--- src/rtl/pll_ctrl_pkg.sv ---
// Shared types and helpers for the PLL reset/lock/phase-shift sequencer.
// Contents: sequencer state enum, command error codes, width helpers.
package pll_ctrl_pkg;

  typedef enum logic [2:0] {
    RST_HOLD,
    WAIT_LOCK,
    READY,
    STEP_HI,
    WAIT_DN,
    WAIT_UP,
    GAP
  } state_e;

  localparam logic [1:0] ERR_NONE  = 2'd0;
  localparam logic [1:0] ERR_DN_TO = 2'd1;
  localparam logic [1:0] ERR_UP_TO = 2'd2;
  localparam logic [1:0] ERR_LOCK  = 2'd3;

  function automatic int unsigned max2(input int unsigned a, input int unsigned b);
    return (a > b) ? a : b;
  endfunction

  // Bits needed to count 0 .. n-1 (at least 1).
  function automatic int unsigned cnt_width(input int unsigned n);
    return (n > 1) ? $clog2(n) : 1;
  endfunction

  function automatic logic is_cmd_state(input state_e s);
    return (s == STEP_HI) || (s == WAIT_DN) || (s == WAIT_UP) || (s == GAP);
  endfunction

endpackage

--- src/rtl/pll_sync2.sv ---
// Two-flop synchronizer for a single asynchronous level.
// Ports: i_clk destination clock, i_rst async active-high reset (output clears to 0),
//        i_d asynchronous input, o_q synchronized output.
module pll_sync2 (
  input  logic i_clk,
  input  logic i_rst,
  input  logic i_d,
  output logic o_q
);

  logic r_meta;
  logic r_sync;

  always_ff @(posedge i_clk or posedge i_rst) begin
    if (i_rst) begin
      r_meta <= 1'b0;
      r_sync <= 1'b0;
    end else begin
      r_meta <= i_d;
      r_sync <= r_meta;
    end
  end

  assign o_q = r_sync;

endmodule

--- src/rtl/pll_phase_ctrl.sv ---
// PLL reset / lock-qualification sequencer and dynamic phase-shift controller (scanclk domain).
// Ports: i_clk, i_areset (async, active high); i_pll_locked / i_pll_phasedone (async from PLL);
//        o_pll_areset, o_pll_phasestep, o_pll_phaseupdown, o_pll_phasecounterselect (to PLL);
//        i_cmd_req/sel/dir/steps command in; o_cmd_ack/done/err one-cycle pulses;
//        o_err_code (held until next ack), o_steps_done, o_ready, o_busy.
module pll_phase_ctrl
  import pll_ctrl_pkg::*;
#(
  parameter int unsigned CNT_SEL_W    = 3,
  parameter int unsigned STEP_W       = 8,
  parameter int unsigned RESET_CYCLES = 16,
  parameter int unsigned LOCK_STABLE  = 1024,
  parameter int unsigned LOCK_TIMEOUT = 65536,
  parameter int unsigned PS_HIGH      = 2,
  parameter int unsigned DONE_TIMEOUT = 64
) (
  input  logic                 i_clk,
  input  logic                 i_areset,
  input  logic                 i_pll_locked,
  input  logic                 i_pll_phasedone,
  output logic                 o_pll_areset,
  output logic                 o_pll_phasestep,
  output logic                 o_pll_phaseupdown,
  output logic [CNT_SEL_W-1:0] o_pll_phasecounterselect,
  input  logic                 i_cmd_req,
  input  logic [CNT_SEL_W-1:0] i_cmd_sel,
  input  logic                 i_cmd_dir,
  input  logic [STEP_W-1:0]    i_cmd_steps,
  output logic                 o_cmd_ack,
  output logic                 o_cmd_done,
  output logic                 o_cmd_err,
  output logic [1:0]           o_err_code,
  output logic [STEP_W-1:0]    o_steps_done,
  output logic                 o_ready,
  output logic                 o_busy
);

  // One shared cycle counter serves every timed state; size it for the longest.
  localparam int unsigned CNT_MAX = max2(max2(LOCK_TIMEOUT, RESET_CYCLES),
                                         max2(DONE_TIMEOUT, PS_HIGH));
  localparam int unsigned CNT_W   = cnt_width(CNT_MAX);
  localparam int unsigned STB_W   = cnt_width(LOCK_STABLE);

  localparam logic [CNT_W-1:0] RST_LAST  = CNT_W'(RESET_CYCLES - 1);
  localparam logic [CNT_W-1:0] LOCK_LAST = CNT_W'(LOCK_TIMEOUT - 1);
  localparam logic [CNT_W-1:0] PS_LAST   = CNT_W'(PS_HIGH - 1);
  localparam logic [CNT_W-1:0] DONE_LAST = CNT_W'(DONE_TIMEOUT - 1);
  localparam logic [STB_W-1:0] STB_LAST  = STB_W'(LOCK_STABLE - 1);

  logic w_lk_s;
  logic w_pd_s;

  state_e               r_state,      w_state_nxt;
  logic [CNT_W-1:0]     r_cnt,        w_cnt_nxt;
  logic [STB_W-1:0]     r_stable,     w_stable_nxt;
  logic [CNT_SEL_W-1:0] r_sel,        w_sel_nxt;
  logic                 r_dir,        w_dir_nxt;
  logic [STEP_W-1:0]    r_steps,      w_steps_nxt;
  logic [STEP_W-1:0]    r_steps_done, w_steps_done_nxt;
  logic                 r_ack,        w_ack_nxt;
  logic                 r_done,       w_done_nxt;
  logic                 r_err,        w_err_nxt;
  logic [1:0]           r_err_code,   w_err_code_nxt;
  logic [STEP_W-1:0]    w_steps_inc;

  pll_sync2 u_sync_lock (
    .i_clk (i_clk),
    .i_rst (i_areset),
    .i_d   (i_pll_locked),
    .o_q   (w_lk_s)
  );

  pll_sync2 u_sync_done (
    .i_clk (i_clk),
    .i_rst (i_areset),
    .i_d   (i_pll_phasedone),
    .o_q   (w_pd_s)
  );

  assign w_steps_inc = r_steps_done + STEP_W'(1);

  always_ff @(posedge i_clk or posedge i_areset) begin
    if (i_areset) begin
      r_state      <= RST_HOLD;
      r_cnt        <= '0;
      r_stable     <= '0;
      r_sel        <= '0;
      r_dir        <= 1'b0;
      r_steps      <= '0;
      r_steps_done <= '0;
      r_ack        <= 1'b0;
      r_done       <= 1'b0;
      r_err        <= 1'b0;
      r_err_code   <= ERR_NONE;
    end else begin
      r_state      <= w_state_nxt;
      r_cnt        <= w_cnt_nxt;
      r_stable     <= w_stable_nxt;
      r_sel        <= w_sel_nxt;
      r_dir        <= w_dir_nxt;
      r_steps      <= w_steps_nxt;
      r_steps_done <= w_steps_done_nxt;
      r_ack        <= w_ack_nxt;
      r_done       <= w_done_nxt;
      r_err        <= w_err_nxt;
      r_err_code   <= w_err_code_nxt;
    end
  end

  always_comb begin
    w_state_nxt      = r_state;
    w_cnt_nxt        = r_cnt + CNT_W'(1);
    w_stable_nxt     = r_stable;
    w_sel_nxt        = r_sel;
    w_dir_nxt        = r_dir;
    w_steps_nxt      = r_steps;
    w_steps_done_nxt = r_steps_done;
    w_ack_nxt        = 1'b0;
    w_done_nxt       = 1'b0;
    w_err_nxt        = 1'b0;
    w_err_code_nxt   = r_err_code;

    unique case (r_state)
      RST_HOLD: begin
        if (r_cnt == RST_LAST) begin
          w_state_nxt  = WAIT_LOCK;
          w_cnt_nxt    = '0;
          w_stable_nxt = '0;
        end
      end
      WAIT_LOCK: begin
        // Stability run and overall timeout are independent: a lock that keeps
        // chattering still ends in a fresh PLL reset.
        w_stable_nxt = w_lk_s ? r_stable + STB_W'(1) : '0;
        if (w_lk_s && (r_stable == STB_LAST)) begin
          w_state_nxt = READY;
          w_cnt_nxt   = '0;
        end else if (r_cnt == LOCK_LAST) begin
          w_state_nxt = RST_HOLD;
          w_cnt_nxt   = '0;
        end
      end
      READY: begin
        w_cnt_nxt = '0;
        if (!w_lk_s) begin
          w_state_nxt  = WAIT_LOCK;
          w_stable_nxt = '0;
        end else if (i_cmd_req) begin
          w_state_nxt      = STEP_HI;
          w_ack_nxt        = 1'b1;
          w_sel_nxt        = i_cmd_sel;
          w_dir_nxt        = i_cmd_dir;
          w_steps_nxt      = i_cmd_steps;
          w_steps_done_nxt = '0;
          w_err_code_nxt   = ERR_NONE;
        end
      end
      STEP_HI: begin
        // A zero-step command passes through here once without raising phasestep,
        // so done lands exactly one cycle after ack.
        if (r_steps == '0) begin
          w_state_nxt = READY;
          w_done_nxt  = 1'b1;
        end else if (r_cnt == PS_LAST) begin
          w_state_nxt = WAIT_DN;
          w_cnt_nxt   = '0;
        end
      end
      WAIT_DN: begin
        if (!w_pd_s) begin
          w_state_nxt = WAIT_UP;
          w_cnt_nxt   = '0;
        end else if (r_cnt == DONE_LAST) begin
          w_state_nxt    = RST_HOLD;
          w_cnt_nxt      = '0;
          w_err_nxt      = 1'b1;
          w_err_code_nxt = ERR_DN_TO;
        end
      end
      WAIT_UP: begin
        if (w_pd_s) begin
          w_steps_done_nxt = w_steps_inc;
          if (w_steps_inc == r_steps) begin
            w_state_nxt = READY;
            w_done_nxt  = 1'b1;
          end else begin
            w_state_nxt = GAP;
          end
        end else if (r_cnt == DONE_LAST) begin
          w_state_nxt    = RST_HOLD;
          w_cnt_nxt      = '0;
          w_err_nxt      = 1'b1;
          w_err_code_nxt = ERR_UP_TO;
        end
      end
      GAP: begin
        w_state_nxt = STEP_HI;
        w_cnt_nxt   = '0;
      end
      default: begin
        w_state_nxt = RST_HOLD;
        w_cnt_nxt   = '0;
      end
    endcase

    // Lock loss overrides whatever the command states decided this cycle,
    // including a same-cycle phasedone edge.
    if (is_cmd_state(r_state) && !w_lk_s) begin
      w_state_nxt      = WAIT_LOCK;
      w_cnt_nxt        = '0;
      w_stable_nxt     = '0;
      w_steps_done_nxt = r_steps_done;
      w_done_nxt       = 1'b0;
      w_err_nxt        = 1'b1;
      w_err_code_nxt   = ERR_LOCK;
    end
  end

  assign o_pll_areset             = (r_state == RST_HOLD);
  assign o_pll_phasestep          = (r_state == STEP_HI) && (r_steps != '0);
  assign o_pll_phaseupdown        = r_dir;
  assign o_pll_phasecounterselect = r_sel;
  assign o_cmd_ack                = r_ack;
  assign o_cmd_done               = r_done;
  assign o_cmd_err                = r_err;
  assign o_err_code               = r_err_code;
  assign o_steps_done             = r_steps_done;
  assign o_ready                  = (r_state == READY);
  assign o_busy                   = is_cmd_state(r_state);

endmodule

--- config.mk ---
export PLATFORM = sky130hd
export DESIGN_NAME = pll_phase_ctrl
export DESIGN_NICKNAME = d
export VERILOG_FILES = /design/src/rtl/pll_ctrl_pkg.sv /design/src/rtl/pll_sync2.sv /design/src/rtl/pll_phase_ctrl.sv
export SDC_FILE = /design/constraint.sdc
export NUM_CORES = 1
export LEC_CHECK = 0
export CAP_MARGIN = 10
export CELL_PAD_IN_SITES_DETAIL_PLACEMENT = 2
export CELL_PAD_IN_SITES_GLOBAL_PLACEMENT = 2
export CORE_ASPECT_RATIO = 0.8
export CORE_MARGIN = 2
export CORE_UTILIZATION = 35
export DETAILED_ROUTE_END_ITERATION = 7
export GPL_ROUTABILITY_DRIVEN = 0
export PLACE_DENSITY = 0.86
export SYNTH_ARGS = -nofsm -noshare
export SYNTH_HDL_FRONTEND = slang
export SYNTH_SLANG_ARGS = --single-unit
--- constraint.sdc ---
create_clock -name i_clk -period 2.65 [get_ports i_clk]
set_input_delay 0.265 -clock i_clk [delete_from_list [all_inputs] [get_ports i_clk]]
set_output_delay 0.265 -clock i_clk [all_outputs]
set_load 0.005 [all_outputs]
-- Word-level counts from Yosys, hierarchy flattened
Cells that the tools add are included.
- muxes and demuxes: 53
- reduce and logical (&&, ||, !) cells: 18
- equality and inequality tests: 26
- bitwise gates (word level): 1
- add/subtract/negate cells: 3
- operator list (kind ; number):
    16-bit two-way mux ; 9
    16-bit case mux with 5 select lines ; 1
    10-bit two-way mux ; 4
    3-bit two-way mux ; 12
    10-bit case mux with 3 select lines ; 1
    8-bit two-way mux ; 3
    3-bit case mux with 7 select lines ; 1
    16-bit by 1-bit adder with 16-bit output (second input constant) ; 1
    16-bit by 1-bit equality test with 1-bit output (second input constant) ; 1
    16-bit equality test (second input constant) ; 1
    16-bit by 4-bit equality test with 1-bit output (second input constant) ; 1
    16-bit by 6-bit equality test with 1-bit output (second input constant) ; 1
    8-bit case mux with 2 select lines ; 1
    2-bit two-way mux ; 7
    1-bit two-way mux ; 11
    10-bit by 1-bit adder with 10-bit output (second input constant) ; 1
    10-bit equality test (second input constant) ; 1
    3-bit equality test (second input constant) ; 3
    3-bit by 1-bit inequality test with 1-bit output (second input constant) ; 3
    3-bit inequality test (second input constant) ; 3
    8-bit by 1-bit adder with 8-bit output (second input constant) ; 1
    8-bit equality test ; 1
    8-bit zero test ; 1
    4-bit inequality test (second input constant) ; 2
    other kinds (20) ; 30
- register bits: 58
- word-level logic and storage cells: 116

-- Logic depth before layout (Yosys ltp)
Gate-level depths: netlist (run 1).
- depth in word-level cells: 7
- mapped depth: 8
- mapped depth without buffers: 7

-- By module
Synthesis (run 1) repeated with hierarchy kept, for this count alone.
- cells, all modules: 345
- area, all modules: 3326.9 um^2
- by module, submodules not included (module ; times used ; cells each ; area an instance (um^2) ; sequential area each (um^2)):
    pll_phase_ctrl ; 1 ; 339 ; 3219.3 ; 1351.3
    pll_sync2 ; 2 ; 3 ; 53.8 ; 50.0

-- Worst setup path before layout (run 1)
No wires, ideal clock.
- path kind: reg-to-reg
- start point: register r_cnt[13]
- end point: register r_cnt[8]
- path buffers: 1
- clock period less this slack: 2.443 ns
- setup slack: 0.207 ns
- arrival: 2.324 ns
- cell stages (with the launch flop): 7
- cell sequence: dfrtp_1 -> or4_4 -> or4_4 -> and3_4 -> o41ai_4 -> buf_6 -> nor2_1
- word-level cells in the longest chain between the ends: 5
- elaborated cells on any way between the ends: 14
- those cells by class: 4 x eq/ne; 10 x mux
- ends and longest elaborated chain (item ; line ; RTL):
    from (decl) ; pll_phase_ctrl.sv:54 ; logic [CNT_W-1:0] r_cnt, w_cnt_nxt;
    from (signal assigned) ; pll_phase_ctrl.sv:97 ; r_cnt <= w_cnt_nxt;
    16-bit by 6-bit equality test with 1-bit output, or another cell as far along ; pll_phase_ctrl.sv:173, pll_phase_ctrl.sv:189 ;
    16-bit two-way mux (on tied branches) (2 in series) ; - ;
    16-bit case mux with 5 select lines (*) ; pll_phase_ctrl.sv:123 ; unique case (r_state)
    16-bit two-way mux (*) ; pll_phase_ctrl.sv:208 ; if (is_cmd_state(r_state) && !w_lk_s) begin
    net w_cnt_nxt[8] ; pll_phase_ctrl.sv:54 ;
Mark *: on every way through the listed nets, which the timed path passes. The rest lies on a longest branch.
A chain may end at the register's enable or synchronous reset.

-- Worst setup path in the final report (run 1)
- start point: register r_cnt[13]
- end point: register r_cnt[13]
- word-level cells in the longest chain between the ends: 5
- elaborated cells on any way between the ends: 15
- those cells by class: 1 x add/sub; 4 x eq/ne; 10 x mux
- ends and longest elaborated chain (item ; line ; RTL):
    16-bit by 1-bit adder with 16-bit output, or another cell as far along ; pll_phase_ctrl.sv:112 ; w_cnt_nxt = r_cnt + CNT_W'(1);
    16-bit two-way mux (on tied branches) (2 in series) ; - ;
    16-bit case mux with 5 select lines (*) ; pll_phase_ctrl.sv:123 ;
    16-bit two-way mux (*) ; pll_phase_ctrl.sv:208 ;
    net w_cnt_nxt[13] ; pll_phase_ctrl.sv:54 ;
Marks and branches as above.

==> results of run 1 <==
-- timing repair --
item,4_1_cts,5_1_grt
hold buffers,0,0
setup endpoints to repair,0,5
gates resized for setup,0,3
hold endpoints to repair,0,0
-- cells by family after synthesis --
kind of cell | count (synthesis) | synth area share (%)
multiplexers | 13 | 4.46
XOR/XNOR | 30 | 8.08
adder cells (fa/ha/maj) | 4 | 1.54
flip-flops | 58 | 44.6
buffers and inverters | 27 | 3.35
AND/OR/NAND/NOR | 147 | 23.3
AO/OA/AOI/OAI | 70 | 14.7
-- flip-flops by register name (all words and copies together), names as in the netlist, 2 cells and up --
signal	cells
o_pll_phasecounterselect	3
r_steps	8
r_cnt	16
r_stable	10
o_err_code	2
o_steps_done	8
r_state	3
-- layout make-up --
cell class	count	area [um^2]	share of cell area, %
multi-input cells	264	1700	41.3
inverters	11	41.3	1.00
repair buffers	50	484	11.8
flip-flops and latches	58	1450	35.3
well taps	115	144	3.50
clock inverters	6	68.8	1.67
clock buffers	9	225	5.47
-- worst max-delay path: stages (launching register included) --
cell	delay, ns
dfrtp_1	0.45
or4_4	0.60
or4_4	0.57
and3_4	0.21
o41ai_4	0.30
buf_6	0.21
nor2_1	0.08
-- power breakdown --
part | internal (mW) | total (mW) | leakage, nW | switching (mW)
clock network | 0.722 | 1.16 | 0.130 | 0.438
registers | 0.953 | 1.05 | 0.760 | 0.101
logic | 0.222 | 0.551 | 0.815 | 0.330
total | 1.90 | 2.77 | 1.70 | 0.869
-- through the flow --
stage	hold slack [ns]	power, mW	util, %	instances
global placement	0.332	1.56	42.2	498
CTS	0.350	2.79	45.4	513
finish	0.350	2.77	45.5	513
detailed placement	0.339	1.61	42.2	498
floorplan	0.296	1.41	-	349
global route	0.373	2.92	45.5	513
-- cell usage in the layout, fill, tap and decap left out, types with 2 or more instances in the layout --
cell type,n
clkdlybuf4s50_1,37
o31ai_1,2
and2_1,2
nor2b_1,4
nor3b_1,2
a2111o_1,2
ha_1,4
a31oi_1,3
a32oi_1,2
o2bb2ai_1,3
o41ai_1,2
or4_4,3
a22o_1,2
nor2_1,39
clkbuf_16,9
a21oi_1,8
or3_1,3
nor3_1,8
nor4_2,2
nand2b_1,5
a211oi_1,4
o21ai_0,27
a21o_1,2
nor4_1,2
xor2_1,13
o21a_1,2
clkinvlp_4,4
nand2_1,35
nand4_1,7
nand3_1,18
xnor2_1,17
inv_1,10
and3_1,4
dfrtp_1,58
mux2_2,12
buf_4,11
or3b_2,2
or4_1,3
-- final timing paths --
kind / from / to / slack (ns)
worst max register to register: r_cnt[13]$_DFF_PP0_ / r_cnt[13]$_DFF_PP0_ / 0.10
worst max-delay path: r_cnt[13]$_DFF_PP0_ / r_cnt[13]$_DFF_PP0_ / 0.10
min in group asynchronous: i_areset / r_steps[2]$_DFFE_PP0P_ / 0.41
worst min-delay path: u_sync_done.r_meta$_DFF_PP0_ / u_sync_done.o_q$_DFF_PP0_ / 0.35
worst min register to register: u_sync_done.r_meta$_DFF_PP0_ / u_sync_done.o_q$_DFF_PP0_ / 0.35
max in group asynchronous: i_areset / r_state[1]$_DFFE_PP0P_ / 1.62
-- routing by layer --
layer,GRT usage (%),part of all wire (%),vias up
met2,37.8,49,56
li1,-,-,1331
met4,8.33,1.7,0
met1,31.0,45,1481
met5,0,0,-
met3,5.19,4.0,17
==> impl_metrics.csv, run 1 <==
group,metric,value,unit
detailed_routing,firstDrtPassIters,4,
critical_path,cp-start-kind,"flop",
placement,port_buffers,37,
clock_tree,cts.sinks,58,
clock_tree,clk_pin_slew_worst_paths,0.05,ns
sta,tns,0,ns
logic_synthesis,synth_seq_area_share,44.6,%
detailed_routing,drc,0,
grt,grt_max_degree,31,
logic_synthesis,synth_seq_cells,58,
detailed_routing,vias,2885,
logic_synthesis,yosysTopAreaCellShare,44.6,%
critical_path,worstSetupEndpointType,"flop",
floorplan,row_count,31,
clock_tree,postCtsSetupBuffers,0,
sta,clock_skew,0.00482,ns
critical_path,r2r_cells,6,
logic_synthesis,yosysMostFrequentCell,"dfrtp_1",
clock_tree,clockRootBuffer,"clkbuf_16",
detailed_routing,ant_nets,0,
sta,final-hold-violation-count,0,
clock_tree,htree_num_levels,3,
logic_synthesis,yosysUniqueCellTypes,56,
power,leakage,1.70,nW
logic_synthesis,async_reset_ff_share,100,%
detailed_routing,post_drt_wl_per_cell,21.3,um
flow_run,drv_cap,0,
logic_synthesis,syn_nets,370,
clock_tree,numCtsBuffers,9,
placement,dp_slack,0.0583,ns
hold_path,holdPathStages,0,
logic_synthesis,synthTopCellsByCount,"dfrtp_1, nor2_1, nand2_1",
critical_path,critical_path_class,"flop to flop",
floorplan,dieArea,10100,um^2
critical_path,worstPathArrival,2.76,ns
layout,fill_cells,973,
detailed_routing,wirelength,10900,um
floorplan,ios,38,
detailed_routing,viasPerCell,5.62,
sta,period_share,96.0,%
placement,hpwlAfterDp,7910,um
clock_tree,clock_latency,0.34,ns
sta,max_slew_margin,46.0,%
sta,finalSetupViolCount,0,
grt,grt_pass1_vias,3198,
sta,maxSlewViolCount,0,
detailed_routing,drt_iter0_drc,136,
layout,diodes,0,
grt,antenna_found_initial,0,
logic_synthesis,synth_top_cells_by_area,"dfrtp_1, xnor2_1, nor2_1, o21ai_0, mux2_2",
hold_path,min_path_type,"flop to flop",
layout,area_delta_synth_final,26.5,%
logic_synthesis,synth_top_flop_cell,"dfrtp_1",
logic_synthesis,syn-instance-count,349,
critical_path,cp_max_fo,15,
sta,rsz0062_at_grt,"false",
placement,dpl_cell_area,3810,um^2
grt,grt_overflow,0,
sta,fmax,0.393,GHz
floorplan,start_util,36.0,%
grt,grt_pass1_wl,18300,um
sta,period_needed,2.55,ns
floorplan,die_y,90.2,um
sta,worst_pin_slew,0.805,ns
power,vdd_drop_max,0.366,mV
logic_synthesis,ys_warn_count,0,
logic_synthesis,synth-edff-count,0,
clock_tree,cts.path.max_buffers,2,
grt,grt_use_total,23.4,%
layout,final_net_count,415,
clock_tree,cts_tree,"built",
logic_synthesis,synth_area,3250,um^2
floorplan,core_area,9040,um^2
floorplan,die_x,112,um
sta,setup_ws,0.105,ns
layout,drive_above_1_share,13.3,%
logic_synthesis,yosysTopAreaCell,"dfrtp_1",
logic_synthesis,postSynthAreaPerCell,9.32,um^2
status,status,"finished clean",
power,power_density,672,nW/um^2
critical_path,required,2.87,ns
layout,stdcell_area,4120,um^2
Note: power is estimated with default switching activity, not from simulation.
==> run 2, diff against run 1 <==
- MAX_ROUTING_LAYER: not set -> met4
==> run 2 against run 1 <==
Against the previous run:
- clock power about the same
- critical path depth down 1
- wire length is 0.49% higher
- worst hold slack improved by 0.0011 ns
- core utilization is the same
- final area unchanged
- count of clock-buffer cells in the layout unchanged
- setup slack hardly changed
- via count is 0.10% lower
- largest cell class unchanged
- highest routed layer unchanged
==> impl_metrics.csv, run 2 (synthesis gave the netlist of run 1 again) <==
group,metric,value,unit
sta,fmax,0.393,GHz
floorplan,core_area,9040,um^2
floorplan,dieArea,10100,um^2
detailed_routing,drt_iter0_drc,138,
flow_run,drv_cap,0,
clock_tree,numCtsBuffers,9,
layout,largest-register,"r_cnt",
hold_path,min_path_type,"flop to flop",
sta,final-hold-violation-count,0,
placement,port_buffers,37,
layout,stdcell_area,4120,um^2
floorplan,die_y,90.2,um
detailed_routing,drc,0,
sta,tns,0,ns
critical_path,worstPathArrival,2.76,ns
detailed_routing,post_drt_wl_per_cell,21.4,um
detailed_routing,ant_nets,0,
detailed_routing,firstDrtPassIters,4,
grt,grt_use_total,24.0,%
detailed_routing,dr_wl_met3,465,um
grt,grt_pass1_vias,3192,
hold_path,holdPathStages,0,
floorplan,die_x,112,um
placement,dpl_cell_area,3810,um^2
clock_tree,htree_num_levels,3,
clock_tree,clk_pin_slew_worst_paths,0.05,ns
detailed_routing,wl_met1,4950,um
critical_path,required,2.87,ns
critical_path,r2r_cells,5,
power,power_density,673,nW/um^2
layout,largest_register_ff_count,16,
clock_tree,clockRootBuffer,"clkbuf_16",
sta,rsz0062_at_grt,"false",
critical_path,critical_path_class,"flop to flop",
clock_tree,cts.path.max_buffers,2,
power,power.total,2.77,mW
sta,max_slew_margin,45.6,%
critical_path,cp-start-kind,"flop",
critical_path,worstSetupEndpointType,"flop",
layout,area_delta_synth_final,26.5,%
power,vdd_drop_max,0.366,mV
detailed_routing,wirelength,11000,um
sta,worst_pin_slew,0.811,ns
sta,clock_skew,0.00670,ns
grt,grt_overflow,0,
sta,whs,0.351,ns
sta,finalSetupViolCount,0,
detailed_routing,dr_wl_met2,5370,um
detailed_routing,viasPerCell,5.62,
clock_tree,cts_hold_buf,0,
clock_tree,clock_latency,0.34,ns
grt,grt_max_degree,31,
layout,final_common_cell,"dfrtp_1",
sta,period_needed,2.54,ns
layout,drive_above_1_share,13.3,%
layout,final_net_count,415,
status,status,"finished clean",
layout,reg_top3,"r_cnt x16, r_stable x10",
layout,fill_cells,973,
clock_tree,cts.sinks,58,
floorplan,ios,38,
detailed_routing,vias,2882,
clock_tree,postCtsSetupBuffers,0,
power,leakage,1.70,nW
placement,placed_cells,498,
layout,post_layout_nonfiller_instances,513,
layout,diodes,0,
detailed_routing,highest_layer,"met4",
layout,layout_common_cells,"dfrtp_1, nor2_1, clkdlybuf4s50_1, nand2_1, o21ai_0",
grt,grt_pass1_wl,18200,um
placement,hpwlAfterDp,7910,um
floorplan,start_util,36.0,%
grt,antenna_found_initial,0,
clock_tree,cts_tree,"built",
critical_path,cp_max_fo,5,
floorplan,row_count,31,
sta,maxSlewViolCount,0,
sta,period_share,96.0,%
==> run 2: cell counts in the layout (fill, tap and decap cells not counted) <==
Identical to the previous run, type by type.
==> run 2: per-layer routing <==
metal  vias up  track usage [%]
li1       1329                -
met1      1474             30.8
met2        63             37.9
met3        16             5.12
met4         0             8.33
met5         -                -
==> run 2: repair_timing <==
item | CTS | global route
resized for setup | 0 | 3
endpoints found under the setup margin | 0 | 5
endpoints found under the hold margin | 0 | 0
==> run 2: area by class of cell <==
cell class	instances	area, um^2	area share, %
multi-input cells	264	1700	41.3
flip-flops and latches	58	1450	35.3
repair buffers	50	484	11.8
clock buffers	9	225	5.47
well taps	115	144	3.50
clock inverters	6	68.8	1.67
inverters	11	41.3	1.00
==> run 2: path summary, 6_finish.rpt <==
check                                        startpoint                        end  slack [ns]
max reg2reg                         r_cnt[13]$_DFF_PP0_     r_state[2]$_DFFE_PP0P_        0.11
min in group asynchronous                      i_areset     r_steps[2]$_DFFE_PP0P_        0.40
max                                 r_cnt[13]$_DFF_PP0_     r_state[2]$_DFFE_PP0P_        0.11
max in group asynchronous                      i_areset    r_stable[4]$_DFFE_PP0P_        1.61
min reg2reg                u_sync_done.r_meta$_DFF_PP0_  u_sync_done.o_q$_DFF_PP0_        0.35
min                        u_sync_done.r_meta$_DFF_PP0_  u_sync_done.o_q$_DFF_PP0_        0.35
==> run 2: power by group <==
part	switching, mW	internal (mW)	leakage [nW]
sequential	0.101	0.953	0.760
clock	0.440	0.722	0.130
combinational	0.332	0.222	0.815
==> run 2: stage by stage <==
step,setup WS [ns],util [%]
finish,0.105,45.5
global route,0.00835,45.5
CTS,0.0443,45.4
detailed placement,0.0583,42.2
global placement,0.222,42.2
floorplan,0.207,-
==> run 2: critical path: stages (launching register included) <==
cell	delay [ns]
dfrtp_1	0.45
or4_4	0.60
or4_2	0.72
or4_1	0.49
nand4b_1	0.11
a211oi_1	0.05
==> run 3, diff against run 2 <==
- ABC_AREA: not set -> 0
- CORE_ASPECT_RATIO: 0.8 -> 1.1
==> run 3 against run 2 <==
Against the previous run:
- critical path depth is the same
- cell count is the same
- count of clock-buffer cells in the layout grew 1
- critical path type unchanged
- largest power group is now registers
==> impl_metrics.csv, run 3 (synthesis gave the netlist of run 1 again) <==
group,metric,value,unit
placement,placed_cells,497,
power,power_density,596,nW/um^2
clock_tree,clock_latency,0.36,ns
floorplan,core_area,8960,um^2
critical_path,cp_slowest_cell,"or4_2",
sta,period_needed,2.53,ns
critical_path,crit_family,"simple AND/OR/NAND/NOR gates",
status,status,"finished clean",
placement,dpl_cell_area,3820,um^2
placement,dp_slack,0.138,ns
critical_path,r2r_cells,5,
hold_path,min_path_type,"input pin to asynchronous set/reset pin",
flow_run,drv_cap,0,
critical_path,worstPathArrival,2.76,ns
clock_tree,cts_hold_buf,0,
clock_tree,htree_num_levels,3,
critical_path,required,2.88,ns
floorplan,row_count,36,
detailed_routing,firstDrtPassIters,4,
critical_path,critical_path_class,"flop to flop",
layout,multiInputGateArea,1700,um^2
layout,final_net_count,415,
floorplan,ios,38,
layout,register_area,1450,um^2
placement,hpwlAfterDp,7570,um
sta,whs,0.326,ns
critical_path,reg2reg_slack,0.12,ns
detailed_routing,vias,2881,
power,vdd_drop_max,0.441,mV
critical_path,path_buf_inv,0,
power,power.total,2.39,mW
sta,final-hold-violation-count,0,
grt,grt_use_total,23.5,%
clock_tree,clk_pin_slew_worst_paths,0.08,ns
clock_tree,cts_tree,"built",
detailed_routing,wirelength,10500,um
clock_tree,cts.sinks,58,
layout,area_delta_synth_final,23.2,%
layout,post_layout_nonfiller_instances,513,
sta,max_slew_margin,50.7,%
critical_path,worstSetupEndpointType,"flop",
clock_tree,cts.path.max_buffers,2,
sta,period_share,95.5,%
critical_path,worstSetupEndpoint,"r_state[2]$_DFFE_PP0P_",
critical_path,worst_path_largest_cell_delay,0.72,ns
layout,final_common_cell,"dfrtp_1",
floorplan,start_util,36.3,%
layout,drive_above_1_share,13.3,%
critical_path,cp.depth,5,
sta,rsz0062_at_grt,"false",
layout,fin_util,44.7,%
sta,worst_pin_slew,0.734,ns
sta,clock_skew,0.00955,ns
layout,stdcell_area,4010,um^2
detailed_routing,drt_iter0_drc,59,
detailed_routing,ant_nets,0,
floorplan,die_y,105,um
grt,grt_pass1_vias,3264,
sta,fmax,0.395,GHz
layout,layout_common_cells,"dfrtp_1, nor2_1, clkdlybuf4s50_1, nand2_1, o21ai_0",
sta,tns,0,ns
power,leakage,1.67,nW
critical_path,cp_max_fo,5,
critical_path,crit_start,"r_cnt[13]$_DFF_PP0_",
sta,maxSlewViolCount,0,
grt,antenna_found_initial,0,
critical_path,worstPathCellList,"or4_4 > or4_2 > or4_1 > nand4b_1 > a211oi_1",
floorplan,die_x,95.9,um
clock_tree,clockRootBuffer,"clkbuf_8",
layout,diodes,0,
critical_path,rr_endpoint,"r_state[2]$_DFFE_PP0P_",
layout,largest_register_ff_count,16,
detailed_routing,post_drt_wl_per_cell,20.5,um
floorplan,dieArea,10100,um^2
critical_path,cp-start-kind,"flop",
grt,grt_overflow,0,
grt,grt_max_degree,31,
placement,port_buffers,37,
grt,grt_pass1_wl,17600,um
critical_path,rr_startpoint,"r_cnt[13]$_DFF_PP0_",
sta,finalSetupViolCount,0,
layout,fill_cells,972,
detailed_routing,drc,0,
clock_tree,numCtsBuffers,9,
detailed_routing,viasPerCell,5.62,
layout,reg_top3,"r_cnt x16, r_stable x10",
sta,setup_ws,0.120,ns
layout,largest-register,"r_cnt",
-- run 3: cell count changes in the layout (fill, tap and decap cells not counted) --
cell and delta:
clkbuf_8 +10, clkbuf_16 -9, clkinv_2 +2, clkinvlp_4 -2
buf_12 +1, buf_6 -1, bufinv_16 -1, clkinv_4 +1
nor2b_1 +1, nor2b_2 -1
-- run 3: area by class of cell --
class,instances,area share (%)
Clock buffer,10,3.43
Clock inverter,6,1.06
Inverter,11,1.03
Multi-Input combinational cell,264,42.4
Sequential cell,58,36.2
Tap cell,114,3.56
Timing Repair Buffer,50,12.3
-- run 3: power by group --
group          switching [mW]  internal (mW)
clock                   0.407          0.364
combinational           0.328          0.235
sequential              0.104          0.951
total                   0.840           1.55
-- run 3: worst min-delay path by stage --
stage	startpoint	to	slack, ns	depth (start not counted)
after CTS	i_areset	o_pll_phasecounterselect[0]$_DFFE_PP0P_	0.34	2
after global placement	u_sync_lock.r_meta$_DFF_PP0_	u_sync_lock.o_q$_DFF_PP0_	0.33	0
after global routing	i_pll_locked	u_sync_lock.r_meta$_DFF_PP0_	0.36	1
after detailed placement	u_sync_lock.r_meta$_DFF_PP0_	u_sync_lock.o_q$_DFF_PP0_	0.34	0
final	i_areset	o_pll_phasecounterselect[2]$_DFFE_PP0P_	0.33	2
after floorplan	i_pll_phasedone	u_sync_done.r_meta$_DFF_PP0_	0.30	0
-- run 3: metal layers --
metal	up-vias	global-route usage (%)	wire [um]
li1	1336	-	-
met1	1481	29.0	4570
met2	38	38.4	5470
met3	26	4.47	218
met4	0	8.06	238
met5	-	-	0
-- run 3: timing repair --
item                                    in CTS  in global routing
gates resized for setup                      0                  1
buffers inserted                             0                  0
endpoints found under the setup margin       0                  1
